### src/rtl/memory_access_sequencer.sv
// memory_access_sequencer
//   Shares one single-port RAM between instruction fetch and the data path
//   (GETDATA/SETDATA on DS, PUSH/POP on SS). Owns the descending stack pointer.
//   Every access takes IDLE -> ACCESS -> RESP. Fetch and data requests that
//   arrive together are resolved round-robin.
// Ports:
//   clk, rst_n                         clock, async active-low reset
//   fetch_req/addr -> fetch_ack        instruction fetch handshake, instr_data
//   data_req/op/addr/wdata -> data_ack data handshake, data_rdata, stack_fault
//   sp                                 stack pointer (next free slot)
//   mem_select_code_segment/mem_offset to the address creator
//   mem_re/mem_we/mem_wdata/mem_rdata  RAM strobes and data
module memory_access_sequencer #(
    parameter int addressLegth = 10,
    parameter int dataLength   = 16
) (
    input  logic                    clk,
    input  logic                    rst_n,
    input  logic                    fetch_req,
    input  logic [addressLegth-3:0] fetch_addr,
    output logic                    fetch_ack,
    output logic [dataLength-1:0]   instr_data,
    input  logic                    data_req,
    input  logic [1:0]              data_op,
    input  logic [addressLegth-3:0] data_addr,
    input  logic [dataLength-1:0]   data_wdata,
    output logic                    data_ack,
    output logic [dataLength-1:0]   data_rdata,
    output logic                    stack_fault,
    output logic [addressLegth-3:0] sp,
    output logic                    mem_select_code_segment,
    output logic [addressLegth-3:0] mem_offset,
    output logic                    mem_re,
    output logic                    mem_we,
    output logic [dataLength-1:0]   mem_wdata,
    input  logic [dataLength-1:0]   mem_rdata
);
    localparam int OW = addressLegth - 2;

    localparam logic [1:0] OP_GET  = 2'b00;
    localparam logic [1:0] OP_SET  = 2'b01;
    localparam logic [1:0] OP_PUSH = 2'b10;
    localparam logic [1:0] OP_POP  = 2'b11;

    typedef enum logic [1:0] {S_IDLE, S_ACCESS, S_RESP} state_t;

    state_t                r_state, w_next;
    logic                  r_last_fetch;  // 1: fetch was granted last
    logic                  r_is_fetch;    // current grant belongs to fetch
    logic [1:0]            r_op;
    logic [OW-1:0]         r_offset;
    logic [dataLength-1:0] r_wdata;
    logic [OW-1:0]         r_sp;
    logic                  r_fetch_ack, r_data_ack, r_fault, r_read;
    logic [dataLength-1:0] r_instr, r_rdata;

    logic w_grant_fetch, w_grant_any, w_fault;

    // Fetch wins when it is alone or when data had the last grant.
    assign w_grant_any   = fetch_req | data_req;
    assign w_grant_fetch = fetch_req & (~data_req | ~r_last_fetch);

    // sp is stable from grant through ACCESS, so the fault is decided here.
    assign w_fault = ~r_is_fetch &
                     (((r_op == OP_PUSH) && (r_sp == '0)) ||
                      ((r_op == OP_POP)  && (r_sp == '1)));

    always_comb begin
        w_next                  = r_state;
        mem_select_code_segment = 1'b1;
        mem_offset              = fetch_addr;
        mem_re                  = 1'b0;
        mem_we                  = 1'b0;
        mem_wdata               = '0;
        case (r_state)
            S_IDLE: if (w_grant_any) w_next = S_ACCESS;
            S_ACCESS: begin
                w_next = S_RESP;
                if (r_is_fetch) begin
                    mem_offset = r_offset;
                    mem_re     = 1'b1;
                end else if (!w_fault) begin
                    mem_select_code_segment = 1'b0;
                    case (r_op)
                        OP_GET: begin
                            mem_offset = r_offset;
                            mem_re     = 1'b1;
                        end
                        OP_SET: begin
                            mem_offset = r_offset;
                            mem_we     = 1'b1;
                            mem_wdata  = r_wdata;
                        end
                        OP_PUSH: begin
                            mem_offset = r_sp;
                            mem_we     = 1'b1;
                            mem_wdata  = r_wdata;
                        end
                        default: begin
                            mem_offset = r_sp + OW'(1);
                            mem_re     = 1'b1;
                        end
                    endcase
                end
            end
            S_RESP:  w_next = S_IDLE;
            default: w_next = S_IDLE;
        endcase
    end

    always_ff @(posedge clk or negedge rst_n) begin
        if (!rst_n) begin
            r_state      <= S_IDLE;
            r_last_fetch <= 1'b1;
            r_is_fetch   <= 1'b0;
            r_op         <= OP_GET;
            r_offset     <= '0;
            r_wdata      <= '0;
            r_sp         <= '1;
            r_fetch_ack  <= 1'b0;
            r_data_ack   <= 1'b0;
            r_fault      <= 1'b0;
            r_read       <= 1'b0;
            r_instr      <= '0;
            r_rdata      <= '0;
        end else begin
            r_state     <= w_next;
            r_fetch_ack <= 1'b0;
            r_data_ack  <= 1'b0;
            r_fault     <= 1'b0;
            if (r_state == S_IDLE && w_grant_any) begin
                r_is_fetch   <= w_grant_fetch;
                r_last_fetch <= w_grant_fetch;
                r_op         <= data_op;
                r_offset     <= w_grant_fetch ? fetch_addr : data_addr;
                r_wdata      <= data_wdata;
            end
            if (r_state == S_ACCESS) begin
                r_fetch_ack <= r_is_fetch;
                r_data_ack  <= ~r_is_fetch;
                r_fault     <= w_fault;
                r_read      <= mem_re;
                if (!r_is_fetch && !w_fault) begin
                    if (r_op == OP_PUSH) r_sp <= r_sp - OW'(1);
                    if (r_op == OP_POP)  r_sp <= r_sp + OW'(1);
                end
            end
            if (r_state == S_RESP && r_read) begin
                if (r_is_fetch) r_instr <= mem_rdata;
                else            r_rdata <= mem_rdata;
            end
        end
    end

    // RAM data arrives during RESP; forward it so it is valid with the ack,
    // then the captured copy holds until the next read of the same type.
    assign instr_data  = (r_state == S_RESP && r_read &&  r_is_fetch) ? mem_rdata : r_instr;
    assign data_rdata  = (r_state == S_RESP && r_read && !r_is_fetch) ? mem_rdata : r_rdata;
    assign fetch_ack   = r_fetch_ack;
    assign data_ack    = r_data_ack;
    assign stack_fault = r_fault;
    assign sp          = r_sp;
endmodule

### config.mk
export PLATFORM = sky130hd
export DESIGN_NAME = memory_access_sequencer
export DESIGN_NICKNAME = d
export VERILOG_FILES = /design/src/rtl/memory_access_sequencer.sv
export SDC_FILE = /design/constraint.sdc
export NUM_CORES = 1
export LEC_CHECK = 0
export BUFFER_PORTS_ARGS = -buffer_cell sky130_fd_sc_hd__buf_2
export CAP_MARGIN = 20
export CORE_ASPECT_RATIO = 1.75
export CORE_MARGIN = 1
export CORE_UTILIZATION = 43
export DETAILED_ROUTE_END_ITERATION = 10
export PLACE_DENSITY = 0.72
export SYNTH_ARGS = -nofsm -noshare
export SYNTH_HDL_FRONTEND = slang
export SYNTH_SLANG_ARGS = --single-unit
### constraint.sdc
create_clock -name clk -period 5.3 [get_ports clk]
set_clock_uncertainty 0.15 [all_clocks]
set_input_delay 0.795 -clock clk [delete_from_list [all_inputs] [get_ports clk]]
set_output_delay 0.795 -clock clk [all_outputs]
set_load 0.01 [all_outputs]
* Yosys cells after proc, flatten, opt, wreduce, memory -nomap -nowiden
Cells that the tools add are included.
** Storage, ports and cells
- Register bits after elaboration :: 74
- Input port bits :: 54
- Output and inout port bits :: 70
- Word-level logic and storage cells :: 77
** Cells by class
- Add/sub/neg operators :: 2
- Equality and inequality tests :: 7
- Multiplexer cells :: 29
- Bitwise operators :: 7
- Reduce and logical (&&, ||, !) cells :: 19
** Operators by type and width (count)
- $mux W16 :: 6
- $mux W8 :: 6
- $pmux W8 S2 :: 1
- $mux W1 :: 14
- $add A8 B1 Y8 const B :: 1
- $eq A8 B8 Y1 const B :: 1
- $logic_not A8 Y1 :: 1
- $sub A8 B1 Y8 const B :: 1
- $logic_and A1 B1 Y1 :: 7
- $eq A2 B2 Y1 const B :: 3
- $eq A2 B1 Y1 const B :: 2
- $logic_not A2 Y1 :: 2
- $pmux W2 S2 :: 1
- $reduce_and A2 Y1 :: 2
- $reduce_or A2 Y1 :: 2
- $not A1 Y1 :: 3
- $reduce_and A3 Y1 :: 1
- $and A1 B1 Y1 :: 2
- $logic_not A1 Y1 :: 2
- $mux W2 :: 1
- $ne A2 B2 Y1 const B :: 1
- $or A1 B1 Y1 :: 2
- $reduce_bool A2 Y1 :: 1
- $logic_or A1 B1 Y1 :: 1

* Longest topological paths before layout
Gate-level depths: netlist of run 1.
- Depth in word-level cells :: 7
- Depth in mapped cells :: 10
- Depth with buffers taken out :: 7

* Worst setup path after synthesis of run 1
No wires, ideal clock.
- Kind :: reg2out
- From :: register r_sp[0], in the netlist sp[0]
- To :: output mem_offset[7]
- Arrival :: 2107 ps
- Data required time :: 4355 ps
- Setup slack :: 2248 ps
- Cell stages (with the launch flop) :: 7
- Path buffers :: 1
- Cell sequence :: dfstp_2 > clkbuf_1 > inv_1 > nor4_1 > mux2_2 > and4_1 > nor3_1
** Between the ends
- Word-level cells in the longest chain between the ends :: 7
- Elaborated cells between the ends (all ways) :: 11
- Those cells by class :: 1 x add/sub; 1 x eq/ne; 4 x mux; 1 x bitwise; 4 x reduce/logical
** RTL lines
- start: declaration :: line 53 : logic [OW-1:0] r_sp;
- start signal: assignment :: line 144 : if (r_op == OP_PUSH) r_sp <= r_sp - OW'(1);
- start signal: assignment :: line 145 : if (r_op == OP_POP) r_sp <= r_sp + OW'(1);
- branches (longest 4 deep; another with $add A8 B1 Y8)
- $mux W8 (*) :: line 82 : end else if (!w_fault) begin
- $mux W8 (*) :: line 79 : if (r_is_fetch) begin
- $mux W8 (*) :: line 75 : case (r_state)
- end: declaration :: line 32 : output logic [addressLegth-3:0] mem_offset,
Mark *: on every way between the ends.

* Worst setup path after layout of run 1
- From :: register r_op[1]
- To :: output mem_offset[7]
** Between the ends
- Word-level cells in the longest chain between the ends :: 7
- Elaborated cells between the ends (all ways) :: 13
- Those cells by class :: 3 x eq/ne; 4 x mux; 1 x bitwise; 5 x reduce/logical
** RTL lines
- start: declaration :: line 50 : logic [1:0] r_op;
- start signal: assignment :: line 134 : r_op <= data_op;
- branches (longest 4 deep; another with $pmux W8 S2)
- $mux W8 (*) :: line 82
- $mux W8 (*) :: line 79
- $mux W8 (*) :: line 75
Marked as above.

==> summary.txt, run 1 <==
Hold path
  • Hold EP: r_rdata[7]
  • Worst hold path type: reg2reg
  • Cell count of the worst hold path: 1
  • Hold_sp: r_rdata[7]

Power
  • Psw: 1.139 mW
  • Comb pwr share: 0.423
  • Switching share of power: 0.3738
  • Pwr Density: 657.3 mW/mm^2
  • Static Leak: 2.169 nW
  • Seq pwr share: 0.355
  • Clock share of power: 0.222
  • Peak supply drop: 0.3035 mV
  • Total chip power: 3.046 mW
  • Total internal power: 1.908 mW

Timing
  • Slew Limit Fails: 0
  • Final hold violation count: 0
  • Final period utilization: 0.7347
  • Min Tclk post-route: 3.894 ns
  • Fmax: 0.2568 GHz
  • RSZ-0062 raised after global routing: false
  • Worst slew pin tran: 0.9148 ns
  • Fin Setup TNS: 0 ns
  • Slew Limit Headroom: 0.3901
  • Setup-failing EPs final: 0

Detailed routing
  • 1st-iter DRT viols: 259
  • DR WL/cell: 16.18 um
  • Via Count: 2,962
  • Post-route DRC: 0
  • DRT Pass-1 Iters: 4
  • Drt via density: 5.485
  • ANT nets after route: 0
  • Total Routed Length: 8738 um

Critical path
  • Cells on worst reg2reg path: 6
  • Crit path arrival time: 2.95 ns
  • CP Launch Type: register
  • Reg2reg start: r_op[1]
  • R2r setup slk: 2.66 ns
  • Critical path required time: 4.36 ns
  • Crit path max fanout: 17
  • Setup crit end kind: output port
  • Worst Setup Path Type: reg2out
  • RR Endpoint: sp[2]

Clock network
  • Post-CTS setup buffer count: 0
  • Num CTS Buffers: 9
  • Worst-Skew Late Latency: 0.33 ns
  • CTS tree: yes
  • CTS sink cnt: 74
  • Max Buffers Root-to-Sink: 2
  • CTS clock-pin slew for the worst setup and hold paths: 0.06 ns
  • Root buf cell: clkbuf_16
  • H-tree depth: 3
  • PostCTS Resize Cnt: 0
  • Hold buffer count at CTS: 0

Floorplanning
  • Die width: 71.65 um
  • Core area: 0.008258 mm^2
  • Initial Util: 0.4420
  • Row cnt: 44
  • Die height: 123.9 um
  • Die area: 0.008875 mm^2
  • I/O pins: 124

GRT
  • Vias in the first global route: 2,962
  • First-pass GRT wire length: 14,000 um
  • GRT Residual Overflow: 0
  • Pin count of the biggest net entering global routing: 75
  • Tot GR Track Use: 0.2048
  • Antenna violations before repair: 0

Logic synthesis
  • Sequential fraction of the synthesis area: 0.5105
  • #FFs+latches synth: 74
  • Yosys cell types: 42
  • Async SR Flop Fraction: 1.000
  • Mean area per synthesized cell: 11.09 um^2
  • Syn_nets: 389
  • Largest cells by area after synthesis: dfrtp_1, mux2_2, dfstp_2
  • Post-synth EDFFs: 0
  • Yosys top cell by area: dfrtp_1
  • Share of the synthesized area in the top cell type: 0.4457
  • Synth Instances: 329
  • Top_reg_cell synth: dfrtp_1
  • Syn. warnings: 0
  • Post-Syn Area: 0.003650 mm^2

Cells and area
  • Area Overhead vs Synth: 26.98%
  • Final core utilization: 0.5612
  • Share of cells above drive strength 1: 0.4621
  • Commonest non-fill, non-tap cell in the layout: buf_2
  • Ant diodes: 0
  • Fill count: 727
  • Nets: 503
  • Final instance area: 0.004634 mm^2
  • Commonest non-fill, non-tap cells in the layout: buf_2, dfrtp_1, mux2_2, a21oi_1, nor2_1

Placed design
  • Port Buffers: 123
  • HPWL Detailed: 6355 um
  • Placed cell area: 0.004298 mm^2
  • Routability cong.: 0.8921

Run
  • Max-cap viol count: 0

Status
  • Status: finished, final reports clean
area by class of cell:
class | instances | area [um^2] | share of cell area
repair buffers | 126 | 640.6 | 0.1382
flip-flops and latches | 74 | 1863 | 0.4020
well taps | 92 | 115.1 | 0.02484
clock buffers | 11 | 252.7 | 0.05454
clock inverters | 5 | 83.83 | 0.01809
multi-input cells | 224 | 1649 | 0.3558
inverters | 8 | 30.03 | 0.006479
worst max-delay path, stage by stage (launching register included):
cell and delay [ns]:
dfrtp_1 0.39, ha_1 0.55, nand4_1 0.34, nor3_1 0.45, nor2_2 0.21, and4_1 0.23, nor3_1 0.25, buf_2 0.18
per-layer routing:
| metal | routed length [um] | up-vias | track usage |
|---|---|---|---|
| li1 | - | 1404 | - |
| met4 | 215 | 0 | 0.1066 |
| met3 | 441 | 17 | 0.04369 |
| met1 | 3429 | 1427 | 0.2368 |
| met2 | 4651 | 114 | 0.3532 |
| met5 | 0 | - | 0 |
synth_stat cells, types with 4 or more instances:
cell type	instances
o22ai_1	8
and2_1	16
nor2_1	17
a21oi_1	18
nor4_1	4
xor2_1	6
nand4_1	7
o21ai_0	13
nand2b_1	4
dfstp_2	9
ha_1	6
dfrtp_1	65
inv_1	8
mux2i_1	8
clkbuf_1	14
mux2_2	49
nand2_1	16
nor3_1	17
how the worst max path moves through the flow:
stage	to	start	depth (start not counted)
finish	mem_offset[7]	r_op[1]	7
global route	mem_offset[7]	r_op[1]	7
CTS	mem_offset[7]	r_op[1]	7
detailed placement	mem_offset[7]	r_op[1]	7
global placement	mem_offset[7]	r_op[1]	7
floorplan	mem_offset[7]	sp[0]	6
power by group through the flow:
stage | Combinational, mW | Sequential, mW | Clock, mW
after floorplan | 0.933 | 0.993 | 0
after global placement | 1.27 | 1.07 | 0
final | 1.29 | 1.08 | 0.675
after CTS | 1.30 | 1.08 | 0.686
after detailed placement | 1.30 | 1.09 | 0
after global routing | 1.43 | 1.12 | 0.708
per-stage QoR:
stage,instances,setup WS [ns],hold slack (ns)
5_1_grt,540,1.196,0.3590
4_1_cts,540,1.469,0.3462
2_1_floorplan,329,2.248,0.3002
6_report,540,1.406,0.3418
3_5_place_dp,524,1.858,0.3320
3_3_place_gp,524,1.961,0.3171
flip-flops by register name, indices dropped and copies added, names as in the netlist, 2 cells and up:
name	flops
sp	8
r_state	2
r_offset	8
r_op	2
r_wdata	16
r_rdata	16
r_instr	16
cells by family (layout without fill, tap and decap cells):
logic type | Yosys count | in the layout | synth area share
simple gates | 97 | 97 | 0.1460
flops | 74 | 74 | 0.5105
compound gates | 57 | 57 | 0.09394
mux | 57 | 57 | 0.1731
buf+inv | 31 | 150 | 0.03908
xor+xnor | 7 | 7 | 0.01680
fa+ha+maj | 6 | 6 | 0.02057
Note: power is estimated with default switching activity, not from simulation.
==> run 2: changes to the inputs <==
--- a/config.mk
+++ b/config.mk
@@ -5,13 +5,14 @@
 export SDC_FILE = /design/constraint.sdc
 export NUM_CORES = 1
 export LEC_CHECK = 0
+export ABC_AREA = 1
 export BUFFER_PORTS_ARGS = -buffer_cell sky130_fd_sc_hd__buf_2
 export CAP_MARGIN = 20
 export CORE_ASPECT_RATIO = 1.75
 export CORE_MARGIN = 1
 export CORE_UTILIZATION = 43
 export DETAILED_ROUTE_END_ITERATION = 10
-export PLACE_DENSITY = 0.72
+export PLACE_DENSITY = 0.74
 export SYNTH_ARGS = -nofsm -noshare
 export SYNTH_HDL_FRONTEND = slang
 export SYNTH_SLANG_ARGS = --single-unit
==> constraint.sdc (replaced) <==
create_clock -name clk -period 3.1 [get_ports clk]
set_clock_uncertainty 0.15 [all_clocks]
set_input_delay 0.465 -clock clk [delete_from_list [all_inputs] [get_ports clk]]
set_output_delay 0.465 -clock clk [all_outputs]
set_load 0.01 [all_outputs]
==> summary.txt, run 2 <==
Detailed routing
  • DRT Pass-1 Iters: 4
  • Via Count: 3,558
  • DR WL/cell: 13.95 um
  • Drt via density: 5.025
  • Post-route DRC: 0
  • ANT nets after route: 0
  • 1st-iter DRT viols: 161
  • Total Routed Length: 9880 um

GRT
  • Vias in the first global route: 3,507
  • GRT Residual Overflow: 0
  • Antenna violations before repair: 0
  • Tot GR Track Use: 0.2289
  • First-pass GRT wire length: 16,050 um
  • Pin count of the biggest net entering global routing: 75

Timing
  • Fmax: 0.3545 GHz
  • Min Tclk post-route: 2.821 ns
  • Final period utilization: 0.9098
  • Slew Limit Fails: 0
  • Slew Limit Headroom: 0.3881
  • RSZ-0062 raised after global routing: false
  • Setup-failing EPs final: 0
  • Final hold slack: 0.1032 ns
  • Fin Setup TNS: 0 ns
  • Worst slew pin tran: 0.9179 ns
  • Final hold violation count: 0

Floorplanning
  • Core area: 0.008615 mm^2
  • Die area: 0.009232 mm^2
  • Die height: 126.4 um
  • Die width: 73.06 um
  • I/O pins: 124
  • Initial Util: 0.4411
  • Row cnt: 45

Cells and area
  • Final instance area: 0.004786 mm^2
  • Commonest non-fill, non-tap cells in the layout: buf_2, nand2_1, o21ai_0, dfrtp_1, inv_1
  • Fill count: 791
  • Number of non-filler instances in the completed layout: 708
  • Ant diodes: 0
  • Sequential cell area: 0.001863 mm^2
  • Commonest non-fill, non-tap cell in the layout: buf_2
  • Area Overhead vs Synth: 25.95%
  • Share of cells above drive strength 1: 0.3266
  • Largest regs: r_instr (16), r_rdata (16), r_wdata (16)
  • Multi-input logic area: 0.001580 mm^2
  • Nets: 647

Power
  • Switching share of power: 0.4305
  • Pwr Density: 1092 mW/mm^2
  • Clock share of power: 0.193
  • Static Leak: 2.529 nW
  • Seq pwr share: 0.335
  • Comb pwr share: 0.473
  • Peak supply drop: 0.5888 mV
  • Psw: 2.249 mW
  • Total internal power: 2.975 mW

Clock network
  • Worst-Skew Late Latency: 0.33 ns
  • CTS clock-pin slew for the worst setup and hold paths: 0.06 ns
  • Num CTS Buffers: 9
  • CTS sink cnt: 74
  • Max Buffers Root-to-Sink: 2
  • H-tree depth: 3
  • Root buf cell: clkbuf_16
  • CTS tree: yes

Logic synthesis
  • Yosys cell types: 36
  • #FFs+latches synth: 74
  • Most numerous cell in the Yosys netlist: nand2_1
  • Sequential fraction of the synthesis area: 0.4903
  • Post-synth EDFFs: 0
  • Synth Instances: 466
  • Yosys top cell by area: dfrtp_1
  • Async SR Flop Fraction: 1.000
  • Top_reg_cell synth: dfrtp_1
  • Share of the synthesized area in the top cell type: 0.4281
  • Synth top cells by count: nand2_1, o21ai_0, dfrtp_1
  • Largest cells by area after synthesis: dfrtp_1, nand2_1, o21ai_0
  • Syn. warnings: 0
  • Mean area per synthesized cell: 8.154 um^2
  • Syn_nets: 526
  • Post-Syn Area: 0.003800 mm^2

Critical path
  • Crit path arrival time: 2.21 ns
  • Critical path required time: 2.48 ns
  • Setup crit end kind: output port
  • Worst Setup Path Type: reg2out
  • Crit path max fanout: 7
  • CP Launch Type: register

Hold path
  • Worst hold path type: in2async

Run
  • Max-cap viol count: 0

Placed design
  • Port Buffers: 123
  • HPWL Detailed: 7280 um
  • Routability cong.: 0.9859
  • Placed cells: 692
  • Placed cell area: 0.004471 mm^2

Status
  • Status: finished, final reports clean
==> run 2: cell types whose count changed after synthesis, sizes merged, moves of 7 or more <==
cell | previous run | this run
o21ai | 13 | 91
nor3 | 17 | 3
nor2 | 18 | 44
a21oi | 18 | 5
nand3 | 1 | 20
clkbuf | 14 | 7
and2 | 16 | 0
mux2i | 8 | 1
nand2 | 16 | 126
mux2 | 49 | 0
inv | 8 | 61
==> run 2: logic make-up after synthesis <==
family	Yosys count	synth area share
compound gates	108	0.1581
xor+xnor	1	0.002305
fa+ha+maj	6	0.01976
buf+inv	80	0.09450
flops	74	0.4903
mux	1	0.002634
simple gates	196	0.2325
==> run 2: power groups by stage <==
stage                     combinational [mW]  sequential, mW  clock, mW
after global routing                    2.77            1.79       1.06
after CTS                               2.44            1.75       1.03
after global placement                  2.37            1.73          0
after detailed placement                2.41            1.76          0
final                                   2.47            1.75       1.01
after floorplan                         1.69            1.68          0
==> run 2: metrics by stage <==
stage	setup slack [ns]	utilization	total power, mW
floorplan	0.8111	-	3.363
global placement	0.5960	0.5190	4.098
detailed placement	0.5493	0.5190	4.171
CTS	0.1796	0.5521	5.211
global route	0.1568	0.5556	5.628
finish	0.2795	0.5556	5.225
==> run 2: worst max-delay path, stage by stage, from the launching register on <==
cell      delay [ns]
dfrtp_1         0.40
inv_1           0.12
ha_1            0.29
inv_2           0.11
nor3_2          0.19
nand2_4         0.09
nand2_1         0.11
nand2_1         0.08
nand2_2         0.15
nand2_1         0.07
o211ai_1        0.09
buf_2           0.16
==> run 2: what timing repair did <==
action | 4_1_cts | 5_1_grt
resized for setup | 0 | 1
setup buffers | 0 | 0
endpoints found under the setup margin | 0 | 1
hold buffers | 0 | 0
==> run 2: area by class of cell <==
| cell class | instances | area share |
|---|---|---|
| timing repair buffer | 128 | 0.1412 |
| clock inverter | 5 | 0.01176 |
| tap | 117 | 0.03059 |
| inverter | 62 | 0.04915 |
| clock buffer | 10 | 0.04784 |
| sequential | 74 | 0.3893 |
| multi-input combinational | 312 | 0.3302 |
==> run 2: worst paths after layout <==
check	depth (start not counted)	endpoint	from	slack, ns
max	11	mem_offset[0]	r_op[0]	0.28
min	1	stack_fault	rst_n	0.10
max reg2reg	10	sp[7]	sp[1]	0.82
min reg2reg	2	r_last_fetch	r_last_fetch	0.33
max in group asynchronous	1	r_offset[5]	rst_n	2.09
min in group clk	3	r_wdata[8]	data_wdata[8]	0.19
==> run 2: per-layer routing <==
layer  vias up  share of wire  global-route usage  wire length, um
met5         -              0                   0                0
met4         0          0.041              0.1384              408
met3        35          0.052             0.05798              515
met2       134           0.54              0.3938             5324
met1      1658           0.37              0.2447             3632
li1       1731              -                   -                -
==> run 3: changes to the inputs <==
--- a/config.mk
+++ b/config.mk
@@ -12,7 +12,7 @@
 export CORE_MARGIN = 1
 export CORE_UTILIZATION = 43
 export DETAILED_ROUTE_END_ITERATION = 10
-export PLACE_DENSITY = 0.74
+export PLACE_DENSITY = 0.82
 export SYNTH_ARGS = -nofsm -noshare
 export SYNTH_HDL_FRONTEND = slang
 export SYNTH_SLANG_ARGS = --single-unit
==> summary.txt, run 3 (synthesis results as in run 2) <==
Cells and area
  • Commonest non-fill, non-tap cell in the layout: buf_2
  • Number of non-filler instances in the completed layout: 708
  • Share of cells above drive strength 1: 0.3283
  • Largest regs: r_instr (16), r_rdata (16), r_wdata (16)
  • Sequential cell area: 0.001863 mm^2
  • Multi-input logic area: 0.001583 mm^2
  • Commonest non-fill, non-tap cells in the layout: buf_2, nand2_1, o21ai_0, dfrtp_1, inv_1
  • Nets: 646
  • Area Overhead vs Synth: 26.37%
  • Ant diodes: 0
  • Fill count: 779

Critical path
  • Crit path max fanout: 7
  • Reg2reg start: sp[0]
  • Critical path required time: 2.48 ns
  • Worst Setup Path Type: reg2out
  • Setup crit end kind: output port
  • Cells on worst reg2reg path: 10
  • Crit path arrival time: 2.21 ns
  • CP startpoint: r_op[0]
  • CP Launch Type: register

GRT
  • Vias in the first global route: 3,516
  • First-pass GRT wire length: 15,810 um
  • Antenna violations before repair: 0
  • Tot GR Track Use: 0.2204
  • GRT Residual Overflow: 0
  • Pin count of the biggest net entering global routing: 48

Timing
  • Slew Limit Headroom: 0.4672
  • Fin Setup TNS: 0 ns
  • Min Tclk post-route: 2.822 ns
  • Fmax: 0.3543 GHz
  • Worst slew pin tran: 0.7992 ns
  • Slew Limit Fails: 0
  • RSZ-0062 raised after global routing: false
  • Setup ws final: 0.2779 ns
  • Setup-failing EPs final: 0
  • Final period utilization: 0.9104
  • Final hold violation count: 0

Clock network
  • CTS sink cnt: 74
  • PostCTS Resize Cnt: 0
  • Max Buffers Root-to-Sink: 2
  • CTS tree: yes
  • Hold buffer count at CTS: 0
  • Num CTS Buffers: 9
  • Worst-Skew Late Latency: 0.32 ns
  • Post-CTS setup buffer count: 0
  • CTS clock-pin slew for the worst setup and hold paths: 0.06 ns
  • Root buf cell: clkbuf_16
  • H-tree depth: 3

Power
  • Total chip power: 5.220 mW
  • Peak supply drop: 0.9311 mV
  • Pwr Density: 1087 mW/mm^2
  • Static Leak: 2.530 nW

Hold path
  • Worst hold path type: in2async

Detailed routing
  • 1st-iter DRT viols: 207
  • DR WL/cell: 13.75 um
  • Drt via density: 5.018
  • Total Routed Length: 9738 um
  • Via Count: 3,553
  • Post-route DRC: 0
  • ANT nets after route: 0
  • DRT Pass-1 Iters: 5

Placed design
  • Routability cong.: 0.9391
  • HPWL Detailed: 7323 um
  • Port Buffers: 123
  • Placed cells: 691
  • Dpl ws: 0.5085 ns

Run
  • Max-cap viol count: 0

Floorplanning
  • Row cnt: 45
  • Die height: 126.4 um
  • Core area: 0.008615 mm^2
  • Die area: 0.009232 mm^2
  • Die width: 73.06 um
  • Initial Util: 0.4411
  • I/O pins: 124

Status
  • Status: finished, final reports clean
run 3: cell type report:
class / instances / area share
tap: 117 / 0.03048
clock inverter: 6 / 0.01407
multi-input combinational: 312 / 0.3296
timing repair buffer: 127 / 0.1412
inverter: 62 / 0.04898
sequential: 74 / 0.3880
clock buffer: 10 / 0.04768
run 3: worst max-delay path, stage by stage (launching register included):
cell      delay [ns]
dfrtp_1         0.40
inv_1           0.11
ha_1            0.31
inv_2           0.12
nor3_2          0.20
nand2_4         0.09
nand2_1         0.10
nand2_1         0.07
nand2_2         0.14
nand2_1         0.07
o211ai_1        0.10
buf_2           0.17
run 3: metal layers:
metal,vias up,GRT usage,share of wire
li1,1729,-,-
met5,-,0,0
met4,0,0.1211,0.028
met3,24,0.04925,0.060
met2,157,0.3720,0.53
met1,1643,0.2525,0.38
run 3: worst paths after layout:
kind | end | slack [ns]
min reg2reg | r_last_fetch | 0.32
max in group asynchronous | sp[6] | 1.98
min in group clk | r_wdata[11] | 0.20
min | r_wdata[2] | 0.08
max reg2reg | sp[7] | 0.86
max | mem_offset[0] | 0.28
run 3: where the power goes:
part	switching, mW	leakage, nW	internal [mW]
Combinational	1.57	1.50	0.876
Clock	0.385	0.139	0.624
Sequential	0.289	0.890	1.47
Total	2.25	2.53	2.97
run 3: metrics by stage:
stage / hold WS, ns / instance area [um^2] / utilization
finish: 0.07867 / 4802 / 0.5574
global route: 0.1572 / 4802 / 0.5574
CTS: 0.09639 / 4770 / 0.5537
detailed placement: 0.3228 / 4473 / 0.5192
global placement: 0.3030 / 4473 / 0.5192
floorplan: 0.01941 / 3800 / -
